==> src/rtl/fetch_pkg.sv <==
// Shared types and constants for the instruction fetch stage.
package fetch_pkg;

    typedef enum logic [1:0] {
        S_REQ,
        S_WAIT,
        S_DRAIN,
        S_HALT
    } fetch_state_t;

    localparam logic [5:0]  OP_STOP          = 6'b111111;
    localparam logic [31:0] PC_STEP          = 32'd4;
    localparam logic [31:0] DEFAULT_RESET_PC = 32'h0000_0000;

    // Force an address onto a word boundary.
    function automatic logic [31:0] align_word(input logic [31:0] addr);
        return addr & ~32'd3;
    endfunction

endpackage

==> src/rtl/fetch_ir.sv <==
// Instruction register toward decode: instruction word, its PC, PC+4 and a
// valid flag. Flush beats load, load beats consume.
module fetch_ir
    import fetch_pkg::*;
(
    input  logic        i_clk,
    input  logic        i_rst_n,
    input  logic        i_flush,
    input  logic        i_load,
    input  logic [31:0] i_data,
    input  logic [31:0] i_pc,
    input  logic        i_consume,
    output logic        o_valid,
    output logic [31:0] o_instr,
    output logic [31:0] o_pc,
    output logic [31:0] o_pcplus4
);

    logic        r_valid;
    logic [31:0] r_instr;
    logic [31:0] r_pc;
    logic [31:0] r_pcplus4;

    // IR update: a refill in the same cycle as a consume keeps the IR full.
    always_ff @(posedge i_clk or negedge i_rst_n) begin
        if (!i_rst_n) begin
            r_valid   <= 1'b0;
            r_instr   <= '0;
            r_pc      <= '0;
            r_pcplus4 <= '0;
        end else if (i_flush) begin
            r_valid   <= 1'b0;
        end else if (i_load) begin
            r_valid   <= 1'b1;
            r_instr   <= i_data;
            r_pc      <= i_pc;
            r_pcplus4 <= i_pc + PC_STEP;
        end else if (i_consume && r_valid) begin
            r_valid   <= 1'b0;
        end
    end

    assign o_valid   = r_valid;
    assign o_instr   = r_instr;
    assign o_pc      = r_pc;
    assign o_pcplus4 = r_pcplus4;

endmodule

==> src/rtl/instr_fetch.sv <==
// Instruction fetch stage: PC, memory request FSM, redirect squashing and a
// one-entry IR toward decode.
// Optional feature macro: FETCH_STOP_EN (freeze fetch after a stop opcode).
module instr_fetch
    import fetch_pkg::*;
#(
    parameter logic [31:0] RESET_PC = DEFAULT_RESET_PC
) (
    input  logic        clk,
    input  logic        reset_n,
    output logic        imem_req,
    output logic [31:0] imem_addr,
    input  logic        imem_ack,
    input  logic        imem_rvalid,
    input  logic [31:0] imem_rdata,
    output logic        instr_valid,
    input  logic        instr_ready,
    output logic [31:0] instr,
    output logic [31:0] instr_pc,
    output logic [31:0] instr_pcplus4,
    input  logic        redirect,
    input  logic [31:0] redirect_pc,
    output logic        halted
);

    fetch_state_t r_state;
    logic [31:0]  r_pc;
    logic         w_ir_valid;
    logic         w_redirect;
    logic         w_req;
    logic         w_fire;
    logic         w_capture;
    logic         w_is_stop;

    // Redirects are ignored once fetch is frozen.
    assign w_redirect = redirect && (r_state != S_HALT);

    // Request only when the IR is free or draining this cycle; reset_n gating
    // keeps the request low while reset is held.
    assign w_req     = reset_n && (r_state == S_REQ) && !w_redirect &&
                       (!w_ir_valid || instr_ready);
    assign w_fire    = w_req && imem_ack;
    assign w_capture = (r_state == S_WAIT) && imem_rvalid && !w_redirect;

`ifdef FETCH_STOP_EN
    logic r_halted;
    assign w_is_stop = (imem_rdata[31:26] == OP_STOP);
    assign halted    = r_halted;
`else
    assign w_is_stop = 1'b0;
    assign halted    = 1'b0;
`endif

    // FSM and PC register; redirect takes priority over every other event.
    always_ff @(posedge clk or negedge reset_n) begin
        if (!reset_n) begin
            r_state  <= S_REQ;
            r_pc     <= RESET_PC;
`ifdef FETCH_STOP_EN
            r_halted <= 1'b0;
`endif
        end else begin
            if (w_redirect) begin
                r_pc <= align_word(redirect_pc);
            end else if (w_capture) begin
                r_pc <= r_pc + PC_STEP;
            end

            case (r_state)
                // The request is suppressed during a redirect, so an accepted
                // request here is never wrong-path.
                S_REQ: begin
                    if (w_fire) begin
                        r_state <= S_WAIT;
                    end
                end
                S_WAIT: begin
                    if (imem_rvalid) begin
                        r_state <= (w_capture && w_is_stop) ? S_HALT : S_REQ;
                    end else if (w_redirect) begin
                        r_state <= S_DRAIN;
                    end
                end
                S_DRAIN: begin
                    if (imem_rvalid) begin
                        r_state <= S_REQ;
                    end
                end
                S_HALT: begin
`ifdef FETCH_STOP_EN
                    if (w_ir_valid && instr_ready) begin
                        r_halted <= 1'b1;
                    end
`endif
                end
                default: r_state <= S_REQ;
            endcase
        end
    end

    fetch_ir u_ir (
        .i_clk     (clk),
        .i_rst_n   (reset_n),
        .i_flush   (w_redirect),
        .i_load    (w_capture),
        .i_data    (imem_rdata),
        .i_pc      (r_pc),
        .i_consume (instr_ready),
        .o_valid   (w_ir_valid),
        .o_instr   (instr),
        .o_pc      (instr_pc),
        .o_pcplus4 (instr_pcplus4)
    );

    assign imem_req    = w_req;
    assign imem_addr   = r_pc;
    assign instr_valid = w_ir_valid;

endmodule

==> config.mk <==
export PLATFORM = sky130hd
export DESIGN_NAME = instr_fetch
export DESIGN_NICKNAME = d
export VERILOG_FILES = /design/src/rtl/fetch_pkg.sv /design/src/rtl/fetch_ir.sv /design/src/rtl/instr_fetch.sv
export SDC_FILE = /design/constraint.sdc
export NUM_CORES = 1
export LEC_CHECK = 0
export ABC_AREA = 1
export ABC_CLOCK_PERIOD_IN_PS = 1620
export CAP_MARGIN = 20
export CORE_MARGIN = 4
export CORE_UTILIZATION = 40
export DETAILED_ROUTE_END_ITERATION = 10
export HOLD_SLACK_MARGIN = 0.15
export PLACE_DENSITY = 0.75
export SKIP_LAST_GASP = 1
export SLEW_MARGIN = 10
export SYNTH_ARGS = -nofsm -noshare
export SYNTH_HDL_FRONTEND = slang
export SYNTH_SLANG_ARGS = --single-unit
==> constraint.sdc <==
create_clock -name clk -period 1.62 [get_ports clk]
set_clock_uncertainty 0.1 [all_clocks]
set_input_delay 0.324 -clock clk [delete_from_list [all_inputs] [get_ports clk]]
set_output_delay 0.324 -clock clk [all_outputs]
set_load 0.005 [all_outputs]
==> results.cfg, run 1 <==
[synthesis]
netlist-cell-type-count = 27
avgSynthCellArea_um2 = 7.93
syn-cell-area_um2 = 5800
yosysWarnings = 0
syn_inst = 731
synth_top_area_share = 0.539
synthTopCellsByArea = dfrtp_1 (54%), nand2_1 (22%), o21ai_0 (4.5%), nand3_1 (4.1%), inv_1 (3.7%)
yosysSeqAreaShare = 0.539
synth_area_leader_cell = dfrtp_1
synth_seq_cells = 125

[drt]
vias_per_cell = 5.25
vias = 6462
first_iter_violations = 683
drc = 0
ant_nets = 0
detail_route.first_pass.iterations = 5
wirelength_mm = 24.8
wire_per_inst_um = 20.2

[floorplanning]
die_h_um = 128
die_x_um = 128
io_pins = 201
fp-row-count = 43
coreArea_um2 = 14000
dieArea_um2 = 16500
initial_core_util = 0.413

[clocking]
cts_root_buffer = clkbuf_16
cts_buffers = 17
clock-sinks = 125
cts_max_level = 4
cts_buffer_depth = 2
clk_pin_slew_ns = 0.06
worstSkewPairLatency_ns = 0.42
cts_tree = done

[final_layout]
seqCellArea_um2 = 3140
final_cell_mix = nand2_1 (188), dfrtp_1 (119), dlygate4sd2_1 (114)
final_common_cell = nand2_1
drive_above_1_share = 0.404
fin_nets = 1113
multiInputGateArea_um2 = 3540
area_growth_pct = 92.4
fillCellCount = 828
diodes = 0

[global_routing]
grt_pass1_vias = 6655
grt-ovfl-total = 0
gr-usage-all-layers = 0.270
grt_pass1_wl_mm = 34.5
grt_max_degree = 76
antenna_found_initial = 0

[critical_path]
worst-endpoint-arrival_ns = 2.12
crit_required_ns = 1.83
path_class = reg2reg
cp-end-kind = flip-flop
cp_max_fo = 7
r2r-start = r_state[1]$_DFFE_PN0P_
start_kind = flip-flop
crit_start = r_state[1]$_DFFE_PN0P_

[pwr]
leakagePower_nw = 5.56
power_mw = 18.9
p_per_area_nw_per_um2 = 1700
ir_drop_v = 0.00115

[placed_design]
dp_worst_setup_slack_ns = -0.306
dp_hpwl_mm = 13.0
gp_congestion = 0.841
io_buffers = 191

[sta]
min_period_over_period = 1.18
hold_violations = 0
whs_ns = 0.337
drv_slew = 0
rsz0062_at_grt = yes
slew_headroom = 0.574
worstMarginPinSlew_ns = 0.639
final-setup-viol-count = 126
post-route-min-period_ns = 1.92
worst_slack_ns = -0.297
fmax_mhz = 522

[run_status]
violations = setup timing
outcome = finished with violations

[min_path]
hp-class = in2reg
min_from = imem_rdata[29]

[job]
cap_viol_max_count = 0
==> area by class of cell <==
| class | count | area share |
|---|---|---|
| clock buffer | 23 | 0.0429 |
| tap | 180 | 0.0202 |
| timing repair buffer | 313 | 0.304 |
| sequential | 125 | 0.281 |
| inverter | 58 | 0.0209 |
| clock inverter | 9 | 0.0141 |
| multi-input combinational | 522 | 0.317 |
==> power breakdown <==
| part | internal (mW) | leakage (nW) | switching [mW] |
|---|---|---|---|
| clock | 2.70 | 0.304 | 1.46 |
| combinational | 4.72 | 3.70 | 4.40 |
| sequential | 4.46 | 1.56 | 1.16 |
==> path summary, 6_finish.rpt <==
kind	end	slack (ns)	depth (start not counted)
worst min-delay path	u_ir.o_instr[29]$_DFFE_PN0P_	0.34	3
worst min register to register	u_ir.o_instr[16]$_DFFE_PN0P_	0.37	2
worst max-delay path	u_ir.o_instr[15]$_DFFE_PN0P_	-0.30	11
max in group asynchronous	imem_addr[4]$_DFFE_PN0P_	0.28	4
min in group asynchronous	imem_addr[5]$_DFFE_PN0P_	0.58	4
worst max register to register	u_ir.o_instr[15]$_DFFE_PN0P_	-0.30	11
==> per-layer routing <==
layer  up-vias  GRT usage  part of all wire
li1       2886          -                 -
met5         -          0                 0
met4         0      0.102             0.046
met3       100     0.0747             0.086
met1      3114      0.325              0.37
met2       362      0.461              0.50
==> critical path: stages, from the launching register on <==
cell and delay (ns):
dfrtp_1 0.42, inv_2 0.10, buf_6 0.11, ha_4 0.15
nand2_4 0.06, nor2_4 0.18, clkinv_4 0.09, buf_12 0.15
buf_16 0.15, clkbuf_16 0.17, nand2_1 0.07, nand2_1 0.06
==> flip-flops by register name (all words and copies together) (netlist names) <==
register / count
u_ir.o_pcplus4: 30
imem_addr: 30
u_ir.o_valid: 1
u_ir.o_instr: 32
u_ir.o_pc: 30
r_state: 2
==> cell families after synthesis <==
| group | share of synthesized area |
|---|---|
| compound gates | 0.0496 |
| other cells | 0.000647 |
| xor+xnor | 0.00604 |
| fa+ha+maj | 0.0129 |
| flops | 0.539 |
| buf+inv | 0.0682 |
| simple gates | 0.323 |
==> cells in the mapped netlist (all sizes together) <==
library cell,n
buf,27
and3,1
nand4,1
o211ai,1
and2,1
or2,1
o21ai,52
xor2,3
inv,58
conb,1
clkbuf,5
a21oi,4
xnor2,1
ha,6
nand3,52
nor2,46
nor3,1
dfrtp,125
nand2,345
==> per-stage QoR <==
step	instances	utilization	setup TNS [ns]	cell area (um2)
final	1230	0.794	-26.45	11200
after global routing	1230	0.794	-35.54	11200
after CTS	1219	0.722	-19.91	10100
after detailed placement	1127	0.590	-20.76	8280
after global placement	1127	0.590	-19.63	8280
after floorplan	737	-	0	5820
==> timing repair <==
item	CTS	global route
gates resized for setup	350	239
buffers inserted	43	13
endpoints found under the hold margin	125	0
endpoints found under the setup margin	245	131
pin swaps	29	47
gates cloned	17	2
hold buffers	1	0
Note: power is estimated with default switching activity, not from simulation.
==> inputs of run 2 (changes only) <==
Settings changed: SLEW_MARGIN 10 to unset.
==> results of run 2 <==
No change in the layout: final DEF, timing and power equal those of run 1.
==> inputs of run 3 (changes only) <==
Settings changed: TNS_END_PERCENT set to 10.
==> run 3 against run 2 <==
Compared with the run above:
- the flow still finishes with violations (setup timing)
- combinational power down 22%
- sequential share of layout area up 4.9 points
- worst setup slack better by 0.058 ns
- critical path type is now reg2out
- total power down 13%
- fmax up 3.1%
- highest routed layer unchanged
- critical endpoint is now imem_req
- critical path depth down 5
==> results.cfg, run 3 (synthesis gave the netlist of run 1 again) <==
[run_status]
outcome = finished with violations
violations = setup timing

[pwr]
power_mw = 16.5
leakagePower_nw = 4.64
ir_drop_v = 0.00111
p_per_area_nw_per_um2 = 1740

[final_layout]
post_layout_nonfiller_instances = 1195
final_cell_mix = nand2_1 (334), clkdlybuf4s50_1 (166), dfrtp_1 (119)
diodes = 0
fin_nets = 1078
area_growth_pct = 63.7
fillCellCount = 1113
largest_reg_flops = 32
stdcell_area_um2 = 9490
drive_above_1_share = 0.182
final_common_cell = nand2_1

[critical_path]
crit_required_ns = 1.20
cp-end-kind = output pin
path_class = reg2out
reg2reg_to = u_ir.o_pc[16]$_DFFE_PN0P_
start_kind = flip-flop
worst-endpoint-arrival_ns = 1.44
cp_max_fo = 4
r2r-start = r_state[1]$_DFFE_PN0P_
ff2ff_path_depth = 10
reg2reg_slack_ns = -0.18

[placed_design]
placed_area_um2 = 8280
io_buffers = 191
dp_hpwl_mm = 13.0
dp_worst_setup_slack_ns = -0.306
gp_congestion = 0.841
dp_cells = 1127

[clocking]
worstSkewPairLatency_ns = 0.41
cts_buffers = 17
cts_root_buffer = clkbuf_16
cts_max_level = 4
clock-sinks = 125
clk_pin_slew_ns = 0.05
cts_buffer_depth = 2
cts_tree = done

[sta]
min_period_over_period = 1.15
post-route-min-period_ns = 1.86
worstMarginPinSlew_ns = 0.628
hold_violations = 0
rsz0062_at_grt = yes
worst_slack_ns = -0.239
finalSetupTns_ns = -22.67
fmax_mhz = 538
slew_headroom = 0.581
drv_slew = 0
final-setup-viol-count = 223

[drt]
vias_per_cell = 4.84
drc = 0
wire_per_inst_um = 16.1
detail_route.first_pass.iterations = 5
first_iter_violations = 322
ant_nets = 0
wirelength_mm = 19.3
vias = 5787

[global_routing]
grt_pass1_wl_mm = 28.6
antenna_found_initial = 0
grt_max_degree = 76
gr-usage-all-layers = 0.220
grt-ovfl-total = 0
grt_pass1_vias = 5753

[floorplanning]
dieArea_um2 = 16500
coreArea_um2 = 14000
fp-row-count = 43
die_x_um = 128
die_h_um = 128
initial_core_util = 0.413
io_pins = 201

[job]
cap_viol_max_count = 0

[min_path]
hp-class = in2reg
hold_depth = 3
whs_endpoint = u_ir.o_instr[29]$_DFFE_PN0P_
min_from = imem_rdata[29]
-- run 3: stage by stage --
| step | util | hold slack (ns) |
|---|---|---|
| floorplan | - | -0.0716 |
| global placement | 0.590 | 0.353 |
| detailed placement | 0.590 | 0.358 |
| CTS | 0.648 | 0.334 |
| global route | 0.676 | 0.364 |
| finish | 0.676 | 0.349 |
-- run 3: final cells by class --
type | count | area (um2) | area share
Inverter | 58 | 223 | 0.0235
Clock buffer | 23 | 478 | 0.0503
Clock inverter | 9 | 158 | 0.0166
Multi-Input combinational cell | 522 | 2460 | 0.259
Tap cell | 180 | 225 | 0.0237
Sequential cell | 125 | 3140 | 0.330
Timing Repair Buffer | 278 | 2810 | 0.296
-- run 3: metal layers --
layer	part of all wire	global-route usage	vias up	wire, um
li1	-	-	2799	-
met1	0.42	0.283	2721	8060
met2	0.48	0.360	231	9190
met3	0.081	0.0643	36	1560
met4	0.025	0.0724	0	489
met5	0	0	-	0
-- run 3: worst max path at each step --
stage / from / end / slack (ns) / cells after the start
after floorplan: r_state[0]$_DFFE_PN0P_ / u_ir.o_pc[10]$_DFFE_PN0P_ / 0.07 / 9
after global routing: r_state[1]$_DFFE_PN0P_ / imem_req / -0.28 / 6
after detailed placement: instr_ready / imem_req / -0.31 / 5
after global placement: instr_ready / imem_req / -0.32 / 5
after CTS: r_state[1]$_DFFE_PN0P_ / imem_req / -0.23 / 6
final: r_state[1]$_DFFE_PN0P_ / imem_req / -0.24 / 6
-- run 3: what timing repair did --
action	in CTS	in global routing
setup endpoints to repair	245	229
resized for setup	54	60
pin swaps	1	13
hold buffers	1	0
cloned	0	7
buffers inserted	22	8
hold endpoints to repair	125	0
-- run 3: where the power goes --
group | switching (mW) | internal (mW)
clock network | 1.37 | 2.70
logic | 3.12 | 4.00
registers | 0.827 | 4.46
total | 5.32 | 11.2
-- run 3: critical path, cell delays in order, from the launching register on --
cell and delay, ns:
dfrtp_1 0.42, inv_2 0.10, ha_4 0.14, nand2_2 0.05
inv_2 0.05, and3_4 0.17, buf_6 0.09
